===== src/rtl/pipeline_pkg.sv =====
// ============================================================================
// Module  : pipeline_pkg
// Brief   : Width helpers shared by the pipeline result collector files.
// Revision: 1.0
// ============================================================================
`default_nettype none

package pipeline_pkg;

    // Width needed to index n items; never returns less than one bit.
    function automatic int clog2w(input int n);
        return (n <= 1) ? 1 : $clog2(n);
    endfunction

    // Width of a counter that must hold values 0..depth inclusive.
    function automatic int cnt_w(input int depth);
        return clog2w(depth + 1);
    endfunction

endpackage

`default_nettype wire


===== src/rtl/pipeline_result_collector_if.sv =====
// ============================================================================
// Module  : pipeline_result_collector_if
// Brief   : Issue credit, pipeline exit and result sink handshake bundle.
// Revision: 1.0
// ============================================================================
`default_nettype none

interface pipeline_result_collector_if #(
    parameter int DW = 32
);
    logic          issue_valid;
    logic          issue_ready;
    logic          pipe_valid;
    logic [DW-1:0] pipe_data;
    logic          o_valid;
    logic [DW-1:0] o_data;
    logic          o_ready;

    modport master (
        output issue_valid, pipe_valid, pipe_data, o_ready,
        input  issue_ready, o_valid, o_data
    );

    modport slave (
        input  issue_valid, pipe_valid, pipe_data, o_ready,
        output issue_ready, o_valid, o_data
    );
endinterface

`default_nettype wire


===== src/rtl/prc_sa_fifo.sv =====
// ============================================================================
// Module  : prc_sa_fifo
// Brief   : Show-ahead synchronous FIFO, DW x DEPTH, any DEPTH >= 1.
// Revision: 1.0
// ============================================================================
`default_nettype none

module prc_sa_fifo
    import pipeline_pkg::*;
#(
    parameter  int DW    = 32,
    parameter  int DEPTH = 4,
    localparam int CW    = cnt_w(DEPTH),
    localparam int PW    = clog2w(DEPTH)
) (
    input  wire logic          clk,
    input  wire logic          rst_n,
    input  wire logic          i_push,
    input  wire logic [DW-1:0] i_data,
    input  wire logic          i_pop,
    output logic      [CW-1:0] o_count,
    output logic      [DW-1:0] o_data
);

    logic [DW-1:0] r_mem [DEPTH];
    logic [PW-1:0] r_wr_ptr;
    logic [PW-1:0] r_rd_ptr;
    logic [CW-1:0] r_count;
    logic          w_push;
    logic          w_pop;

    // Explicit wrap so non power-of-two depths stay in range.
    function automatic logic [PW-1:0] next_ptr(input logic [PW-1:0] p);
        return (p == PW'(DEPTH - 1)) ? '0 : p + PW'(1);
    endfunction

    assign w_pop   = i_pop && (r_count != '0);
    assign w_push  = i_push && ((r_count != CW'(DEPTH)) || w_pop);
    assign o_count = r_count;
    assign o_data  = r_mem[r_rd_ptr];

    always_ff @(posedge clk or negedge rst_n) begin
        if (!rst_n) begin
            for (int i = 0; i < DEPTH; i++) begin
                r_mem[i] <= '0;
            end
            r_wr_ptr <= '0;
            r_rd_ptr <= '0;
            r_count  <= '0;
        end else begin
            if (w_push) begin
                r_mem[r_wr_ptr] <= i_data;
                r_wr_ptr        <= next_ptr(r_wr_ptr);
            end
            if (w_pop) begin
                r_rd_ptr <= next_ptr(r_rd_ptr);
            end
            if (w_push && !w_pop) begin
                r_count <= r_count + CW'(1);
            end else if (!w_push && w_pop) begin
                r_count <= r_count - CW'(1);
            end
        end
    end

endmodule

`default_nettype wire


===== src/rtl/pipeline_result_collector.sv =====
// ============================================================================
// Module  : pipeline_result_collector
// Brief   : Credit-gated catch FIFO at the exit of a fixed-latency pipeline.
//           Optional PRC_BYPASS_EN: zero-cycle pipe->sink path when empty.
// Revision: 1.0
// ============================================================================
`default_nettype none

module pipeline_result_collector
    import pipeline_pkg::*;
#(
    parameter  int LATENCY = 2,
    parameter  int DW      = 32,
    parameter  int DEPTH   = 4,
    localparam int CW      = cnt_w(DEPTH)
) (
    input  wire logic                     clk,
    input  wire logic                     rst_n,
    pipeline_result_collector_if.slave    bus,
    output logic [CW-1:0]                 occupancy,
    output logic                          err_unexp
);

    logic [CW-1:0] r_inflight;
    logic          r_err;
    logic [CW-1:0] w_count;
    logic [DW-1:0] w_fifo_data;
    logic [CW:0]   w_occ;
    logic          w_fire;
    logic          w_exit;
    logic          w_stored;
    logic          w_push;
    logic          w_pop;

    // Below LATENCY+1 entries the credit loop limits issue rate; still correct.
    if (DEPTH < LATENCY + 1) begin : g_reduced_rate
    end

    assign w_occ           = {1'b0, r_inflight} + {1'b0, w_count};
    assign bus.issue_ready = w_occ < (CW+1)'(DEPTH);
    assign occupancy       = w_occ[CW-1:0];
    assign err_unexp       = r_err;
    assign w_fire          = bus.issue_valid && bus.issue_ready;
    assign w_exit          = bus.pipe_valid && (r_inflight != '0);
    assign w_stored        = (w_count != '0);
    assign w_pop           = w_stored && bus.o_ready;

`ifdef PRC_BYPASS_EN
    logic w_byp;
    assign w_byp       = !w_stored && w_exit && bus.o_ready;
    assign w_push      = w_exit && !w_byp;
    assign bus.o_valid = w_stored || w_byp;
    assign bus.o_data  = w_byp ? bus.pipe_data : w_fifo_data;
`else
    assign w_push      = w_exit;
    assign bus.o_valid = w_stored;
    assign bus.o_data  = w_fifo_data;
`endif

    always_ff @(posedge clk or negedge rst_n) begin
        if (!rst_n) begin
            r_inflight <= '0;
            r_err      <= 1'b0;
        end else begin
            if (w_fire && !w_exit) begin
                r_inflight <= r_inflight + CW'(1);
            end else if (!w_fire && w_exit) begin
                r_inflight <= r_inflight - CW'(1);
            end
            if (bus.pipe_valid && (r_inflight == '0)) begin
                r_err <= 1'b1;
            end
        end
    end

    prc_sa_fifo #(
        .DW    (DW),
        .DEPTH (DEPTH)
    ) u_fifo (
        .clk     (clk),
        .rst_n   (rst_n),
        .i_push  (w_push),
        .i_data  (bus.pipe_data),
        .i_pop   (w_pop),
        .o_count (w_count),
        .o_data  (w_fifo_data)
    );

endmodule

`default_nettype wire

===== src/flat_wrapper.sv =====
// flat-port wrapper written by rule: the top's interface ports become plain ports
module pipeline_result_collector_flat import pipeline_pkg::*;
#(
    parameter  int LATENCY = 2,
    parameter  int DW      = 32,
    parameter  int DEPTH   = 4,
    localparam int CW      = cnt_w(DEPTH)
)
  (clk, rst_n, occupancy, err_unexp, bus_issue_valid, bus_pipe_valid, bus_pipe_data, bus_o_ready, bus_issue_ready, bus_o_valid, bus_o_data);
  pipeline_result_collector_if #(.DW(DW)) bus_i ();
  input  wire logic clk;
  input  wire logic rst_n;
  output logic [CW-1:0] occupancy;
  output logic err_unexp;
  input wire logic [$bits(bus_i.issue_valid)-1:0] bus_issue_valid;
  input wire logic [$bits(bus_i.pipe_valid)-1:0] bus_pipe_valid;
  input wire logic [$bits(bus_i.pipe_data)-1:0] bus_pipe_data;
  input wire logic [$bits(bus_i.o_ready)-1:0] bus_o_ready;
  output wire logic [$bits(bus_i.issue_ready)-1:0] bus_issue_ready;
  output wire logic [$bits(bus_i.o_valid)-1:0] bus_o_valid;
  output wire logic [$bits(bus_i.o_data)-1:0] bus_o_data;
  assign bus_i.issue_valid = bus_issue_valid;
  assign bus_i.pipe_valid = bus_pipe_valid;
  assign bus_i.pipe_data = bus_pipe_data;
  assign bus_i.o_ready = bus_o_ready;
  assign bus_issue_ready = bus_i.issue_ready;
  assign bus_o_valid = bus_i.o_valid;
  assign bus_o_data = bus_i.o_data;
  pipeline_result_collector #(.LATENCY(LATENCY), .DW(DW), .DEPTH(DEPTH)) u_core (.clk(clk), .rst_n(rst_n), .bus(bus_i), .occupancy(occupancy), .err_unexp(err_unexp));
endmodule

===== config.mk =====
export PLATFORM = sky130hd
export DESIGN_NAME = pipeline_result_collector_flat
export DESIGN_NICKNAME = d
export VERILOG_FILES = /design/src/rtl/pipeline_pkg.sv /design/src/rtl/pipeline_result_collector_if.sv /design/src/rtl/prc_sa_fifo.sv /design/src/rtl/pipeline_result_collector.sv /design/src/flat_wrapper.sv
export SDC_FILE = /design/constraint.sdc
export NUM_CORES = 1
export LEC_CHECK = 0
export BUFFER_PORTS_ARGS = -buffer_cell sky130_fd_sc_hd__buf_4
export CAP_MARGIN = 40
export CORE_MARGIN = 1
export CORE_UTILIZATION = 30
export DETAILED_ROUTE_END_ITERATION = 8
export SLEW_MARGIN = 15
export SYNTH_ARGS = -nofsm -noshare
export SYNTH_HDL_FRONTEND = slang
export SYNTH_SLANG_ARGS = --single-unit

===== constraint.sdc =====
create_clock -name clk -period 3.3 [get_ports clk]
set_input_delay 0.66 -clock clk [delete_from_list [all_inputs] [get_ports clk]]
set_output_delay 0.66 -clock clk [all_outputs]
set_load 0.03 [all_outputs]

Word-level counts from Yosys, hierarchy flattened
Cells that the tools add are included.
W data, S select, Z words.
Operators by class
  $add $sub $neg: 7
  magnitude comparators: 4
  equal/unequal tests: 3
  muxes and demuxes: 12
  bitwise logic cells: 2
  reductions and logical operators: 21
Operator list (count)
  $bwmux W128: 1
  $mux W32: 3
  $bmux W32 S2: 1
  $demux W32 S2: 1
  $mux W3: 4
  $logic_and A1 B1 Y1: 11
  $add A3 B1 Y3 const B: 2
  $ge A3 B3 Y1 const B: 2
  $not A2 Y3: 2
  $reduce_bool A3 Y1: 2
  $sub A3 B1 Y3 const B: 2
  $add A2 B1 Y2 const B: 2
  $add A3 B3 Y4: 1
  $eq A2 B2 Y1 const B: 2
  $logic_not A1 Y1: 4
  $lt A4 B3 Y1 const B: 1
  $mux W2: 2
  $reduce_bool A2 Y1: 2
  $logic_not A3 Y1: 1
  $lt A3 B1 Y1 const B: 1
  $ne A3 B3 Y1 const B: 1
  $logic_or A1 B1 Y1: 1
Word-level totals
  register bits after elaboration: 139
  input bits: 37
  output and inout port bits: 38
  word-level logic and storage cells: 58

Depth between registers and ports, before layout
  depth after elaboration: 9
  gate-level depth with buffers: 12
  gate-level depth less buffers: 12

Hierarchy
From an unflattened synthesis, not the netlist that was laid out.
Second synthesis, totals
  cells, all modules: 380
  area, all modules: 6312.3 µm²
Modules (own cells, without submodules)
  prc_sa_fifo: instances 1, cells an instance 347, area each 5979.5 µm², seq. area each 3378.2 µm²
  pipeline_result_collector: instances 1, cells an instance 33, area each 332.8 µm², seq. area each 100.1 µm²

Worst setup path after synthesis
Ideal clock, no wire load.
  path type: input to register
  start: in bus_o_ready
  end: reg u_core.u_fifo.r_count[1] (netlist: u_core.u_fifo.o_count[1])
  library setup time: 0.125 ns
  arrival time: 2.400 ns
  required time: 3.175 ns
  slack: 0.775 ns
  stages on the path: 7
  buffers on the path: 1
  cells stage by stage: or4b_4 -> buf_6 -> and2_2 -> ha_1 -> inv_1 -> fa_1 -> mux2_2
Between the ends
  longest elaborated chain between the ends: 7
  elaborated cells between the ends (all ways): 10
  classes of those cells: 1 x mux; 9 x reduce/logical
Ends and longest elaborated chain
  start, declared: RTL line flat_wrapper.sv:18  | input wire logic [$bits(bus_i.o_ready)-1:0] bus_o_ready;
  $logic_and A1 B1 Y1 (*): RTL line pipeline_result_collector.sv:46  | assign w_pop = w_stored && bus.o_ready;
  $logic_and A1 B1 Y1 (*): RTL line prc_sa_fifo.sv:37  | assign w_pop = i_pop && (r_count != '0);
  $logic_or A1 B1 Y1 (*): RTL line prc_sa_fifo.sv:38  | assign w_push = i_push && ((r_count != CW'(DEPTH)) || w_pop);
  $logic_and A1 B1 Y1 (*): RTL line prc_sa_fifo.sv:38
  named net u_core.u_fifo.w_push: RTL line prc_sa_fifo.sv:29  | logic w_push;
  $logic_not A1 Y1: RTL line prc_sa_fifo.sv:60  | end else if (!w_push && w_pop) begin
  $logic_and A1 B1 Y1: RTL line prc_sa_fifo.sv:60
  $reduce_bool A2 Y1 (no line)
  end signal, assigned: RTL line prc_sa_fifo.sv:59  | r_count <= r_count + CW'(1);
  end signal, assigned: RTL line prc_sa_fifo.sv:61  | r_count <= r_count - CW'(1);
  end, declared: RTL line prc_sa_fifo.sv:28  | logic [CW-1:0] r_count;
Mark *: on every way through the listed nets, which the timed path passes. The rest lies on a longest branch.
A chain may end at the register's enable or synchronous reset.

Final worst setup path
  start: reg u_core.u_fifo.r_count[0] (netlist: u_core.u_fifo.o_count[0])
  end: out bus_issue_ready
Between the ends
  longest elaborated chain between the ends: 2
Ends and longest elaborated chain
  $add A3 B3 Y4: RTL line pipeline_result_collector.sv:39  | assign w_occ = {1'b0, r_inflight} + {1'b0, w_count};
  $lt A4 B3 Y1: RTL line pipeline_result_collector.sv:40  | assign bus.issue_ready = w_occ < (CW+1)'(DEPTH);
  end, declared: RTL line flat_wrapper.sv:19  | output wire logic [$bits(bus_i.issue_ready)-1:0] bus_issue_ready;
No other way between the ends.

==> metrics.md <==
| Metric | Value |
|---|---|
| Max-slew headroom | `63.3%` |
| Overall routing resource usage | `13.2%` |
| Port Buffer Count | `74` |
| Post-detailed-route count of antenna-violating nets | `0` |
| PD cells | `1250 nW/um^2` |
| Most frequent cells in the layout | `137 x dfrtp_1, 120 x mux2_4, 77 x buf_4` |
| Pint | `6.72 mW` |
| Commonest non-fill, non-tap cell in the layout | `dfrtp_1` |
| Synth Cell Area | `6890 um^2` |
| Total gr overflow | `0` |
| Num CTS Buffers | `17` |
| Status | `finished, final reports clean` |
| Minimum clock period | `2.73 ns` |
| Vias in the first global route | `4088` |
| PostCTS Resize Cnt | `0` |
| Clk Latency, worst-skew pair | `0.42 ns` |
| DRT Pass-1 Iters | `4` |
| Synth top area share | `50.5%` |
| Reg power frac | `30.5%` |
| DRC | `0` |
| Sw frac | `35.5%` |
| Area grow syn2layout | `20.6%` |
| Netlist cell types | `28` |
| Crit-path slowest cell | `dfrtp_1` |
| Worst-path fanout max | `5` |
| Antenna diodes | `0` |
| Max-Cap Viols | `0` |
| Worst VDD drop | `0.685 mV` |
| Startpoint Class | `flip-flop` |
| RSZ-0062 raised after global routing | `no` |
| Leakage | `3.98 nW` |
| Placer Congestion | `0.674` |
| Hold-fix buffers, CTS | `0` |
| YS warnings | `0` |
| Cell count after synthesis | `378` |
| Final wirelength | `14400 um` |
| Antenna violations before repair | `0` |
| Net Switching | `3.69 mW` |
| CP delay by family, top | `adder cells` |
| Worst-path clk slew | `0.06 ns` |
| 1st-iter DRT viols | `114` |
| Slew Limit Fails | `0` |
| Setup Buffers After CTS | `0` |
| DR vias/cell | `4.64` |
| Setup TNS | `0 ns` |
| Synthesized Nets | `428` |
| Largest area contributor in the netlist | `dfrtp_1` |
| CTS tree | `done` |
| I/O Pins | `75` |
| FF+latch count, synth | `139` |
| Share of layout cells above drive strength 1 | `61.0%` |
| Register Area | `3480 um^2` |
| Setup CP Type | `flip-flop to output port` |
| Row count | `55` |
| Crit path capture type | `output port` |
| Via count | `3514` |
| Fillcell total | `2096` |
| Total power | `10.4 mW` |
| H-tree depth | `4` |
| Seq/Total Area, Yosys | `50.5%` |
| Crit path largest cell delay | `0.46 ns` |
| First-pass GRT wire length | `23700 um` |
| Fin crit share | `82.8%` |
| Clk pwr share | `19.7%` |
| Final nets | `510` |
| Post-route cell area | `8310 um^2` |
| Data arrival, critical path | `2.07 ns` |
| Largest net degree at the start of global routing | `86` |
| Synth top area cells | `dfrtp_1 50%, mux2_4 26%, mux4_2 10%` |
| Final setup viols | `0` |
| Die height | `154 um` |
| Final setup skew | `0.00743 ns` |
| Die area | `23600 um^2` |
| DPL Wire Length | `9030 um` |
| CTS root buf | `clkbuf_16` |
| Clk sink count | `139` |
| Core area | `22600 um^2` |
| Hold crit path type | `primary input to asynchronous set/reset pin` |
| Synthesized area per cell | `18.2 um^2` |
| Die width | `154 um` |
| CTS Buffer Depth | `2` |
| Fin. Hold Viols | `0` |
| CP bufs+invs | `2` |
| Initial Util | `30.5%` |
| Max frequency | `366 MHz` |
| Multi-input gate area | `3090 um^2` |
| Crit-path cells | `ha_1 > inv_1 > fa_1 > nor2b_1 > a21oi_1 > nor2_1 > buf_4` |
| Post-Place Cell Area | `7650 um^2` |
| Gate power share | `49.8%` |
| Tightest Pin Transition | `0.551 ns` |
| Drt wl/cell | `19.0 um` |
| CP required | `2.64 ns` |
-- power by group through the flow --
| stage | Sequential [mW] | Combinational (mW) | Clock, mW |
|---|---|---|---|
| 2_1_floorplan | 2.95 | 4.10 | 0 |
| 3_3_place_gp | 3.10 | 5.15 | 0 |
| 3_5_place_dp | 3.19 | 5.26 | 0 |
| 4_1_cts | 3.18 | 5.28 | 2.11 |
| 5_1_grt | 3.29 | 5.54 | 2.19 |
| 6_report | 3.18 | 5.18 | 2.06 |
-- sequential cells by signal (all words and copies together) (netlist names) --
name / flops
u_core.err_unexp: 1
u_core.r_inflight: 3
u_core.u_fifo.o_count: 3
u_core.u_fifo.r_mem: 128
u_core.u_fifo.r_rd_ptr: 2
u_core.u_fifo.r_wr_ptr: 2
-- worst paths after layout --
| path | from | to | slack, ns | cells after the start |
|---|---|---|---|---|
| min in group clk | bus_pipe_valid | u_core.err_unexp$_DFFE_PN0P_ | 0.45 | 2 |
| worst min-delay path | rst_n | u_core.u_fifo.r_mem[79]$_DFFE_PN0P_ | 0.25 | 2 |
| worst max-delay path | u_core.u_fifo.o_count[0]$_DFFE_PN0P_ | bus_issue_ready | 0.57 | 7 |
| worst max register to register | u_core.u_fifo.o_count[0]$_DFFE_PN0P_ | u_core.r_inflight[2]$_DFFE_PN0P_ | 0.59 | 12 |
| worst min register to register | u_core.err_unexp$_DFFE_PN0P_ | u_core.err_unexp$_DFFE_PN0P_ | 0.46 | 1 |
| max in group asynchronous | rst_n | u_core.u_fifo.r_rd_ptr[0]$_DFFE_PN0P_ | 2.29 | 3 |
-- area by class of cell --
class	instances	share of cell area, %
Clock inverter	12	2.26
Clock buffer	19	5.33
Tap cell	285	4.29
Sequential cell	139	41.9
Inverter	9	0.406
Timing Repair Buffer	84	8.63
Multi-Input combinational cell	209	37.2
-- logic make-up (layout without fill, tap and decap cells) --
family | after synthesis | in the layout | share of synthesized area (%)
mux | 164 | 164 | 38.6
flops | 139 | 139 | 50.5
buf+inv | 30 | 124 | 4.65
simple gates | 20 | 20 | 2.32
fa+ha+maj | 13 | 13 | 2.69
compound gates | 6 | 6 | 0.545
xor+xnor | 6 | 6 | 0.763
-- metrics by stage --
stage | util [%] | setup WS, ns | hold slack [ns] | std cells
after global placement | 33.9 | 0.628 | 0.451 | 725
final | 36.8 | 0.568 | 0.251 | 757
after CTS | 36.7 | 0.526 | 0.324 | 756
after floorplan | - | 0.775 | 0.364 | 378
after global routing | 36.8 | 0.273 | 0.271 | 757
after detailed placement | 33.9 | 0.580 | 0.462 | 725
-- per-layer routing --
metal / part of all wire (%) / wire [um] / track usage (%)
met2: 49 / 7000 / 21.0
met4: 1.4 / 196 / 4.19
met1: 46 / 6670 / 17.4
met3: 3.8 / 551 / 3.92
met5: 0 / 0 / 0
-- synth_stat cells --
cell      count
ha_1         10
inv_1         9
o21ai_0       2
buf_12       12
dfrtp_1     139
nor3_1        1
or4b_4        1
a21oi_1       2
nor2b_1       2
clkbuf_1      3
nor2_1        6
xor2_1        4
or3_2         1
mux4_2       32
mux2_4      120
buf_2         4
mux2_2       12
fa_1          3
nor3b_1       1
nand2_1       1
nand3_4       4
a21o_1        1
and2_2        1
buf_6         1
buf_1         1
o31a_2        1
xnor2_1       2
nand3_1       2
Note: power is estimated with default switching activity, not from simulation.
